`config.mk`:
```
export PLATFORM = sky130hd
export DESIGN_NAME = ca_cmd_arbiter
export DESIGN_NICKNAME = d
export VERILOG_FILES = /design/src/rtl/ca_cmd_arbiter.sv
export SDC_FILE = /design/constraint.sdc
export NUM_CORES = 1
export LEC_CHECK = 0
export BUFFER_PORTS_ARGS = -buffer_cell sky130_fd_sc_hd__buf_2
export CAP_MARGIN = 20
export CORE_AREA = 5 5 128 130
export CTS_CLUSTER_SIZE = 25
export DETAILED_ROUTE_END_ITERATION = 12
export DIE_AREA = 0 0 133 135
export PLACE_DENSITY = 0.8
export SETUP_SLACK_MARGIN = 0.1
export SYNTH_ARGS = -nofsm -noshare
export SYNTH_HDL_FRONTEND = slang
export SYNTH_SLANG_ARGS = --single-unit
```
`constraint.sdc`:
```
create_clock -name clk -period 4.3 [get_ports clk]
set_clock_uncertainty 0.2 [all_clocks]
set_input_delay 0.645 -clock clk [delete_from_list [all_inputs] [get_ports clk]]
set_output_delay 0.645 -clock clk [all_outputs]
set_load 0.1 [all_outputs]
```
`src/rtl/ca_cmd_arbiter.sv`:
```
`default_nettype none
// ============================================================================
// Module  : ca_cmd_arbiter
// Brief   : Round-robin CA command arbiter with two-beat lock, rank-switch
//           gap enforcement and a registered output stage.
// Revision: 1.0 - initial release
// ============================================================================
module ca_cmd_arbiter #(
    parameter int NUM_REQ      = 3,
    parameter int CA_WIDTH     = 24,
    parameter int RANK_BITS    = 4,
    parameter int GAP_CYCLES   = 2,
    parameter int LOCK_TIMEOUT = 8
) (
    input  logic                          clk,
    input  logic                          rst_n,
    input  logic                          i_enable,
    input  logic [NUM_REQ-1:0]            i_req_valid,
    input  logic [NUM_REQ*CA_WIDTH-1:0]   i_req_ca,
    input  logic [NUM_REQ*RANK_BITS-1:0]  i_req_rank,
    input  logic [NUM_REQ-1:0]            i_req_two_beat,
    output logic [NUM_REQ-1:0]            o_req_ready,
    output logic [CA_WIDTH-1:0]           o_out_ca,
    output logic [RANK_BITS-1:0]          o_out_rank,
    output logic [$clog2(NUM_REQ)-1:0]    o_out_src,
    output logic                          o_out_valid,
    input  logic                          i_out_ready,
    output logic                          o_busy,
    output logic                          o_lock_err,
    output logic [31:0]                   o_issued_count,
    output logic [31:0]                   o_gap_count,
    output logic [31:0]                   o_err_count
);

    localparam int        c_SRC_W     = $clog2(NUM_REQ);
    localparam logic [3:0] c_GAP      = 4'(GAP_CYCLES);
    localparam logic [7:0] c_LOCK_LAST = 8'(LOCK_TIMEOUT - 1);

    typedef enum logic [0:0] {
        ST_ARB  = 1'b0,
        ST_LOCK = 1'b1
    } state_t;

    state_t               r_state;
    logic [c_SRC_W-1:0]   r_rr_ptr;
    logic [c_SRC_W-1:0]   r_lock_idx;
    logic [3:0]           r_gap_cnt;
    logic [7:0]           r_lock_wait;
    logic [RANK_BITS-1:0] r_last_rank;
    logic                 r_last_vld;
    logic [CA_WIDTH-1:0]  r_out_ca;
    logic [RANK_BITS-1:0] r_out_rank;
    logic [c_SRC_W-1:0]   r_out_src;
    logic                 r_out_valid;
    logic                 r_lock_err;
    logic [31:0]          r_issued_count;
    logic [31:0]          r_gap_count;
    logic [31:0]          r_err_count;

    logic [CA_WIDTH-1:0]  w_ca   [NUM_REQ];
    logic [RANK_BITS-1:0] w_rank [NUM_REQ];

    for (genvar g = 0; g < NUM_REQ; g++) begin : g_unpack
        assign w_ca[g]   = i_req_ca[g*CA_WIDTH +: CA_WIDTH];
        assign w_rank[g] = i_req_rank[g*RANK_BITS +: RANK_BITS];
    end

    function automatic logic [c_SRC_W-1:0] f_next(input logic [c_SRC_W-1:0] idx);
        return (idx == c_SRC_W'(NUM_REQ - 1)) ? '0 : idx + 1'b1;
    endfunction

    // Scan offsets from highest to lowest so the nearest valid index to rr_ptr wins.
    logic               w_any;
    logic [c_SRC_W-1:0] w_win;
    logic [c_SRC_W:0]   w_cand;
    always_comb begin
        w_any  = 1'b0;
        w_win  = '0;
        w_cand = '0;
        for (int k = NUM_REQ - 1; k >= 0; k--) begin
            w_cand = {1'b0, r_rr_ptr} + (c_SRC_W+1)'(k);
            if (w_cand >= (c_SRC_W+1)'(NUM_REQ))
                w_cand = w_cand - (c_SRC_W+1)'(NUM_REQ);
            if (i_req_valid[w_cand[c_SRC_W-1:0]]) begin
                w_any = 1'b1;
                w_win = w_cand[c_SRC_W-1:0];
            end
        end
    end

    logic               w_load_ok;
    logic               w_gap_ok;
    logic               w_arb_try;
    logic               w_arb_acc;
    logic               w_gap_stall;
    logic               w_lock_acc;
    logic               w_acc;
    logic [c_SRC_W-1:0] w_sel;
    logic [NUM_REQ-1:0] w_ready;

    assign w_load_ok   = !r_out_valid || i_out_ready;
    assign w_gap_ok    = !r_last_vld || (w_rank[w_win] == r_last_rank) || (r_gap_cnt == 4'd0);
    assign w_arb_try   = rst_n && (r_state == ST_ARB) && w_any && i_enable && w_load_ok;
    assign w_arb_acc   = w_arb_try && w_gap_ok;
    assign w_gap_stall = w_arb_try && !w_gap_ok;
    assign w_lock_acc  = rst_n && (r_state == ST_LOCK) && i_req_valid[r_lock_idx] && w_load_ok;
    assign w_acc       = w_arb_acc || w_lock_acc;
    assign w_sel       = (r_state == ST_LOCK) ? r_lock_idx : w_win;

    always_comb begin
        w_ready = '0;
        if (w_acc)
            w_ready[w_sel] = 1'b1;
    end

    always_ff @(posedge clk or negedge rst_n) begin
        if (!rst_n) begin
            r_state        <= ST_ARB;
            r_rr_ptr       <= '0;
            r_lock_idx     <= '0;
            r_gap_cnt      <= '0;
            r_lock_wait    <= '0;
            r_last_rank    <= '0;
            r_last_vld     <= 1'b0;
            r_out_ca       <= '0;
            r_out_rank     <= '0;
            r_out_src      <= '0;
            r_out_valid    <= 1'b0;
            r_lock_err     <= 1'b0;
            r_issued_count <= '0;
            r_gap_count    <= '0;
            r_err_count    <= '0;
        end else begin
            if (w_acc) begin
                r_out_ca    <= w_ca[w_sel];
                r_out_rank  <= w_rank[w_sel];
                r_out_src   <= w_sel;
                r_out_valid <= 1'b1;
                r_last_rank <= w_rank[w_sel];
                r_last_vld  <= 1'b1;
                r_gap_cnt   <= c_GAP;
                if (r_issued_count != 32'hFFFF_FFFF)
                    r_issued_count <= r_issued_count + 32'd1;
            end else begin
                if (i_out_ready)
                    r_out_valid <= 1'b0;
                if (r_gap_cnt != 4'd0)
                    r_gap_cnt <= r_gap_cnt - 4'd1;
            end

            if (w_gap_stall && (r_gap_count != 32'hFFFF_FFFF))
                r_gap_count <= r_gap_count + 32'd1;

            case (r_state)
                ST_ARB: begin
                    if (w_arb_acc) begin
                        if (i_req_two_beat[w_win]) begin
                            r_state     <= ST_LOCK;
                            r_lock_idx  <= w_win;
                            r_lock_wait <= '0;
                        end else begin
                            r_rr_ptr <= f_next(w_win);
                        end
                    end
                end
                ST_LOCK: begin
                    if (w_lock_acc) begin
                        r_state  <= ST_ARB;
                        r_rr_ptr <= f_next(r_lock_idx);
                    end else if (!i_req_valid[r_lock_idx]) begin
                        // The cycle that brings the miss count to LOCK_TIMEOUT abandons the command.
                        if (r_lock_wait == c_LOCK_LAST) begin
                            r_state    <= ST_ARB;
                            r_rr_ptr   <= f_next(r_lock_idx);
                            r_lock_err <= 1'b1;
                            if (r_err_count != 32'hFFFF_FFFF)
                                r_err_count <= r_err_count + 32'd1;
                        end else begin
                            r_lock_wait <= r_lock_wait + 8'd1;
                        end
                    end
                end
            endcase
        end
    end

    assign o_req_ready    = w_ready;
    assign o_out_ca       = r_out_ca;
    assign o_out_rank     = r_out_rank;
    assign o_out_src      = r_out_src;
    assign o_out_valid    = r_out_valid;
    assign o_busy         = (r_state == ST_LOCK) || r_out_valid;
    assign o_lock_err     = r_lock_err;
    assign o_issued_count = r_issued_count;
    assign o_gap_count    = r_gap_count;
    assign o_err_count    = r_err_count;

endmodule
`default_nettype wire

```
==> run_results.csv, run 1 <==
group,metric,value,unit
sta,period_minus_slack,4.146,ns
power,swShare,49.96,%
floorplan,core-area,0.01503,mm2
placed_design,place_ws,0.2243,ns
logic_synthesis,synth_ff_type,"dfrtp_1",
power,p_comb_share,53.1,%
sta,rsz0062_at_grt,"false",
sta,slew_headroom,37.72,%
floorplan,die_w,133,um
route,wirelength,20500,um
critical_path,worstSetupStartpoint,"r_rr_ptr[1]",
critical_path,r2r_start,"r_rr_ptr[1]",
logic_synthesis,yosysTopAreaCellShare,46.91,%
run_status,outcome,"completed",
clock_tree,cts_buffer_depth,2,
global_route,gr-total-overflow,0,
critical_path,cp.arrival,3.30,ns
final_layout,area_growth,28.13,%
floorplan,io_pins,226,
route,dr.pass1.iters,5,
sta,max_clock_freq,0.2412,GHz
clock_tree,clockRootBuffer,"clkbuf_16",
run,maxCapViolations,0,
critical_path,crit_type,"reg -> out",
power,p_per_area,746.6,mW/mm2
final_layout,fill_cells,1208,
clock_tree,clk_latency,0.42,ns
logic_synthesis,ys_seq_area_share,46.91,%
logic_synthesis,netlist-cell-type-count,68,
power,vdd_ir_drop_max,0.5504,mV
power,totalPowerFinal,7.451,mW
route,detail-route-antenna-nets,0,
floorplan,num_rows,45,
placed_design,place.gp.congestion,0.8633,
logic_synthesis,synth.avg_cell_area,9.373,um2
floorplan,fp.dieArea,0.01796,mm2
route,wl_per_cell,16.17,um
placed_design,portBuffers,225,
critical_path,crit_path_start_kind,"flop",
power,switchingPower,3.722,mW
min_path,min_path_type,"in -> async",
critical_path,timing.critical_path.to_type,"output pin",
sta,fin_crit_sh,96.42,%
critical_path,critPathRequiredTime,3.45,ns
global_route,grt_pass1_wl,33130,um
placed_design,dp.cells,1225,
logic_synthesis,async_flop_share,100.0,%
global_route,grt_usage,22.53,%
logic_synthesis,yosysTopAreaCell,"dfrtp_1",
route,num_vias,6971,
route,drt-initial-drc-count,423,
logic_synthesis,synth_area_leaders,"dfrtp_1 (47%), xnor2_1 (6.7%), a21oi_1 (6.3%)",
logic_synthesis,synth_fp_nets,934,
logic_synthesis,syn-instance-count,831,
route,drc,0,
global_route,antenna_found_initial,1,
sta,finalSetupTns,0,ns
sta,hold_viol,0,
sta,drv_slew,0,
logic_synthesis,synth_edf_count,0,
sta,finalSetupViolCount,0,
sta,setup_slack,0.1539,ns
global_route,grt_max_degree,76,
floorplan,die_y,135,um
power,p_leak,4.990,nW
global_route,first_global_vias,6666,
logic_synthesis,ys_ff_latch,146,
clock_tree,cts_max_level,4,
critical_path,crit_fanout,6,
floorplan,start_util,51.81,%
clock_tree,cts_hold_buffers,0,
clock_tree,numCtsBuffers,17,
power,p_clk_share,22.0,%
route,via_per_inst,5.498,
power,p_seq_share,24.9,%
final_layout,antenna_cells,0,
clock_tree,cts_sinks,146,
clock_tree,cts.clk_slew.worst_paths,0.06,ns
logic_synthesis,syn_area,0.007789,mm2
power,power.internal,3.729,mW
logic_synthesis,yosys_warnings,0,
placed_design,place_hpwl,14690,um
final_layout,final_nets,1170,
final_layout,drive_above_1_share,30.83,%
sta,worstMarginPinSlew,0.9342,ns
clock_tree,cts_tree,"done",
final_layout,finalNonFillerCells,1268,
[cell families (layout without fill, tap and decap cells)]
kind of cell	count (synthesis)	after routing	share of synthesized area [%]
and+or+nand+nor	353	353	22.91
muxes	16	16	2.297
buffers and inverters	60	309	3.245
DFF	146	146	46.91
adders and majority gates	9	9	1.446
xor gates and xnor gates	93	93	10.46
AOI/OAI and AO/OA	154	154	12.74
[cells in the final DEF, fill, tap and decap left out, types with 5 or more instances in the layout]
| master | count |
|---|---|
| xor2_1 | 33 |
| clkbuf_16 | 17 |
| dfrtp_1 | 146 |
| a21oi_1 | 98 |
| nor4_1 | 7 |
| bufinv_16 | 5 |
| o21ai_2 | 6 |
| mux2i_1 | 7 |
| nor2b_1 | 5 |
| and4_1 | 9 |
| buf_2 | 221 |
| nand2b_1 | 13 |
| nand4_1 | 18 |
| nor3_1 | 13 |
| ha_1 | 7 |
| inv_1 | 25 |
| nand3_1 | 46 |
| buf_4 | 25 |
| nand2_1 | 118 |
| and3_1 | 21 |
| xnor2_1 | 60 |
| nor3_2 | 9 |
| nor2_1 | 59 |
| and2_1 | 10 |
[path summary, 6_finish.rpt]
check,end,slack (ns),cells after the start
max in group asynchronous,o_out_ca[20],2.17,3
worst min register to register,r_last_vld,0.26,1
worst max-delay path,o_req_ready[0],0.15,11
worst max register to register,o_gap_count[13],0.41,14
worst min-delay path,o_issued_count[26],0.24,2
min in group clk,r_last_vld,0.26,1
[sequential cells by signal, summed over array words and instances (netlist names)]
signal,cells
o_err_count,32
o_out_src,2
r_lock_wait,8
r_lock_idx,2
r_state,1
r_gap_cnt,4
o_out_valid,1
r_rr_ptr,2
o_issued_count,32
o_gap_count,32
r_last_vld,1
o_out_ca,24
o_out_rank,4
o_lock_err,1
[critical path, stage by stage (launching register included)]
cell and delay, ns:
dfrtp_1 0.39, inv_2 0.08, ha_4 0.16, mux2_4 0.33
o32a_4 0.39, a21oi_4 0.19, mux2_2 0.38, nor3b_2 0.26
a31oi_4 0.07, a31o_4 0.27, and2_2 0.20, buf_12 0.17
[what timing repair did]
action                     4_1_cts  5_1_grt
gates resized for setup         10        6
pin swaps                        3        7
setup buffers                    6        5
setup endpoints to repair        3        3
gates cloned                     0        0
[Yosys cell counts (3+ instances only)]
cell type    n
dfrtp_1    146
nand2_1    119
a21oi_1     98
xnor2_1     60
nor2_1      59
nand3_1     46
xor2_1      33
inv_1       27
and3_1      21
clkbuf_1    19
nand4_1     18
and2_1      13
nand2b_1    13
nor3_1      13
buf_2       10
and4_1       9
ha_1         9
nor3_2       9
o21ai_1      8
mux2i_1      7
nor4_1       7
nor2b_1      5
a22oi_1      4
mux2_2       4
or3_1        4
a211oi_1     3
a31oi_1      3
a31oi_2      3
mux2_1       3
nand3b_1     3
o21ai_0      3
[routing by layer]
| layer | vias up | track usage [%] | wire, um | share of wire (%) |
|---|---|---|---|---|
| met5 | - | 0 | 19 | 0.093 |
| met4 | 2 | 6.467 | 327 | 1.6 |
| met3 | 32 | 5.253 | 1240 | 6.0 |
| met2 | 214 | 36.63 | 9935 | 48 |
| met1 | 3373 | 30.33 | 8975 | 44 |
| li1 | 3350 | - | - | - |
[power by group through the flow]
stage	logic, mW	registers [mW]	clock network [mW]
after floorplan	1.65	3.18	0
after global placement	3.67	1.86	0
after detailed placement	3.71	1.87	0
after CTS	3.84	1.86	1.67
after global routing	4.19	1.90	1.73
final	3.95	1.86	1.64
[cell type report]
type                    count  area [um2]  share of cell area [%]
flip-flops and latches    146        3654                   36.61
multi-input cells         625        3976                   39.84
well taps                 188       235.2                   2.357
repair buffers            250        1365                   13.68
clock buffers              21       450.4                   4.514
clock inverters            11       197.7                   1.981
inverters                  27       101.3                   1.016
[stage by stage]
stage | util (%) | instance area [um2] | hold slack (ns)
after floorplan | - | 7802 | 0.1494
after global placement | 61.07 | 9180 | 0.2377
after detailed placement | 61.07 | 9180 | 0.2434
after CTS | 65.98 | 9920 | 0.2589
after global routing | 66.38 | 9980 | 0.2888
final | 66.38 | 9980 | 0.2364
No activity file was read; power rests on OpenSTA's default activity.
==> run 2, diff against run 1 <==
- CORE_AREA: 5 5 128 130 -> 5 5 135 137
- DIE_AREA: 0 0 133 135 -> 0 0 140 142
- PLACE_DENSITY: 0.8 -> 0.76
- clock period: 4.3 -> 3.76 ns (I/O delays scaled with it)
==> run 2 against run 1 <==
Global-route usage is 1.6 points lower. Hold slack worse by 0.0068 ns. Flip-flop and latch count did not move. Cell count up 4.1%. Largest cell class unchanged. The flow now finishes with violations (negative setup slack). Via count is 0.39% lower. Wire length grew 1.8%.
==> run_results.csv, run 2 (synthesis results as in run 1) <==
group,metric,value,unit
run_status,outcome,"complete, but fails checks",
run_status,violations,"negative setup slack",
placed_design,portBuffers,225,
global_route,met2_usage,34.77,%
final_layout,regArea,0.003657,mm2
route,wl_per_cell,15.80,um
route,via_per_inst,5.261,
global_route,grt_usage,20.88,%
critical_path,crit_type,"reg -> out",
sta,slew_headroom,35.96,%
sta,max_clock_freq,0.2510,GHz
sta,finalSetupViolCount,3,
final_layout,final_nets,1185,
global_route,first_global_vias,6815,
power,p_comb_share,54.8,%
final_layout,antenna_cells,0,
sta,hold_slack,0.2296,ns
power,p_per_area,826.1,mW/mm2
route,wirelength,20860,um
sta,period_minus_slack,3.985,ns
min_path,holdPathStages,3,
power,p_seq_share,25.5,%
floorplan,fp.dieArea,0.01988,mm2
min_path,min_from,"i_req_ca[26]",
min_path,hold_end,"o_out_ca[2]",
floorplan,die_y,142,um
global_route,grt_use_met1,26.60,%
floorplan,die_w,140,um
sta,fin_crit_sh,106.0,%
critical_path,r2r_start,"r_rr_ptr[1]",
critical_path,crit_path_start_kind,"flop",
final_layout,final_util,59.65,%
sta,worstMarginPinSlew,0.9607,ns
run,maxCapViolations,0,
placed_design,place_hpwl,15140,um
global_route,gr-usage-met3,5.880,%
power,swShare,50.92,%
placed_design,place_area,0.009354,mm2
global_route,antenna_found_initial,0,
placed_design,place.gp.congestion,0.8570,
route,drt-initial-drc-count,394,
clock_tree,clockRootBuffer,"clkbuf_16",
sta,hold_viol,0,
route,num_vias,6944,
floorplan,core-area,0.01694,mm2
final_layout,layout_common_cells,"buf_2 (221), dfrtp_1 (143), nand2_1 (119), a21oi_1 (97), xnor2_1 (60)",
power,switchingPower,4.250,mW
clock_tree,cts_max_level,4,
global_route,gr-total-overflow,0,
floorplan,num_rows,48,
critical_path,r2r_cells,14,
floorplan,io_pins,226,
critical_path,cp.arrival,3.22,ns
power,p_clk_share,19.7,%
final_layout,postLayoutCellArea,0.01010,mm2
min_path,min_path_type,"in -> reg",
global_route,grt_max_degree,76,
final_layout,area_growth,29.70,%
critical_path,reg2reg_slack,0.23,ns
final_layout,drive_above_1_share,32.33,%
global_route,grt_pass1_wl,34230,um
sta,setup_slack,-0.2247,ns
clock_tree,cts_sinks,146,
clock_tree,numCtsBuffers,17,
critical_path,r2r-end,"o_gap_count[23]",
floorplan,start_util,45.99,%
power,vdd_ir_drop_max,0.7667,mV
critical_path,critPathRequiredTime,3.00,ns
route,drc,0,
sta,drv_slew,0,
sta,rsz0062_at_grt,"true",
power,power.internal,4.095,mW
clock_tree,clk_latency,0.42,ns
final_layout,fill_cells,1445,
critical_path,timing.critical_path.to_type,"output pin",
clock_tree,cts_buffer_depth,2,
final_layout,final_common_cell,"buf_2",
route,detail-route-antenna-nets,0,
placed_design,place_ws,0.04865,ns
clock_tree,cts_tree,"done",
clock_tree,cts.clk_slew.worst_paths,0.06,ns
route,dr.pass1.iters,5,
critical_path,crit_fanout,5,
final_layout,multi_input_area,0.004006,mm2
power,p_leak,5.026,nW
global_route,gr-max-usage-layer,"met2",
-- run 2: how the worst max path moves through the flow --
stage	start	end	slack [ns]	cells after the start
global route	r_rr_ptr[1]	o_req_ready[2]	-0.32	11
global placement	r_rr_ptr[1]	o_req_ready[2]	0.14	11
detailed placement	r_rr_ptr[1]	o_req_ready[2]	0.05	11
floorplan	r_rr_ptr[1]	o_req_ready[2]	-0.14	11
finish	r_rr_ptr[1]	o_req_ready[2]	-0.22	11
CTS	r_rr_ptr[1]	o_req_ready[2]	-0.23	11
-- run 2: power groups by stage --
stage | sequential (mW) | clock [mW] | combinational (mW)
final | 2.13 | 1.64 | 4.57
after global placement | 2.13 | 0 | 4.33
after global routing | 2.17 | 1.75 | 4.86
after detailed placement | 2.14 | 0 | 4.37
after floorplan | 3.64 | 0 | 1.95
after CTS | 2.13 | 1.68 | 4.50
-- run 2: per-stage QoR --
stage,setup TNS (ns),std cells,power (mW)
2_1_floorplan,-0.1446,831,5.593
3_3_place_gp,0,1274,6.460
3_5_place_dp,0,1274,6.519
4_1_cts,-0.6139,1313,8.315
5_1_grt,-0.8203,1320,8.780
6_report,-0.5576,1320,8.345
-- run 2: worst max-delay path, stage by stage, from the launching register on --
cell and delay [ns]:
dfrtp_2 0.44, inv_2 0.08, ha_4 0.15, mux2_4 0.32, o32a_4 0.35, a21oi_4 0.22
mux2i_1 0.25, o32ai_2 0.11, o21ai_2 0.22, a31o_4 0.21, nor3b_4 0.24, buf_12 0.21
-- run 2: repair_timing --
action                     in CTS  in global routing
gates resized for setup        12                  4
pin swaps                       4                  4
setup endpoints to repair       3                 28
hold buffers                    1                  0
setup buffers                   6                  7
hold endpoints to repair        9                  0
-- run 2: final cells by class --
cell class	instances	area share, %
clock buffers	22	4.694
clock inverters	10	0.9661
inverters	27	1.003
multi-input cells	625	39.66
flip-flops and latches	146	36.20
well taps	225	2.787
repair buffers	265	14.69
-- run 2: metal layers --
metal | vias up | wire length [um]
li1 | 3379 | -
met2 | 229 | 10140
met3 | 41 | 1353
met1 | 3295 | 8909
met4 | 0 | 452
met5 | - | 0
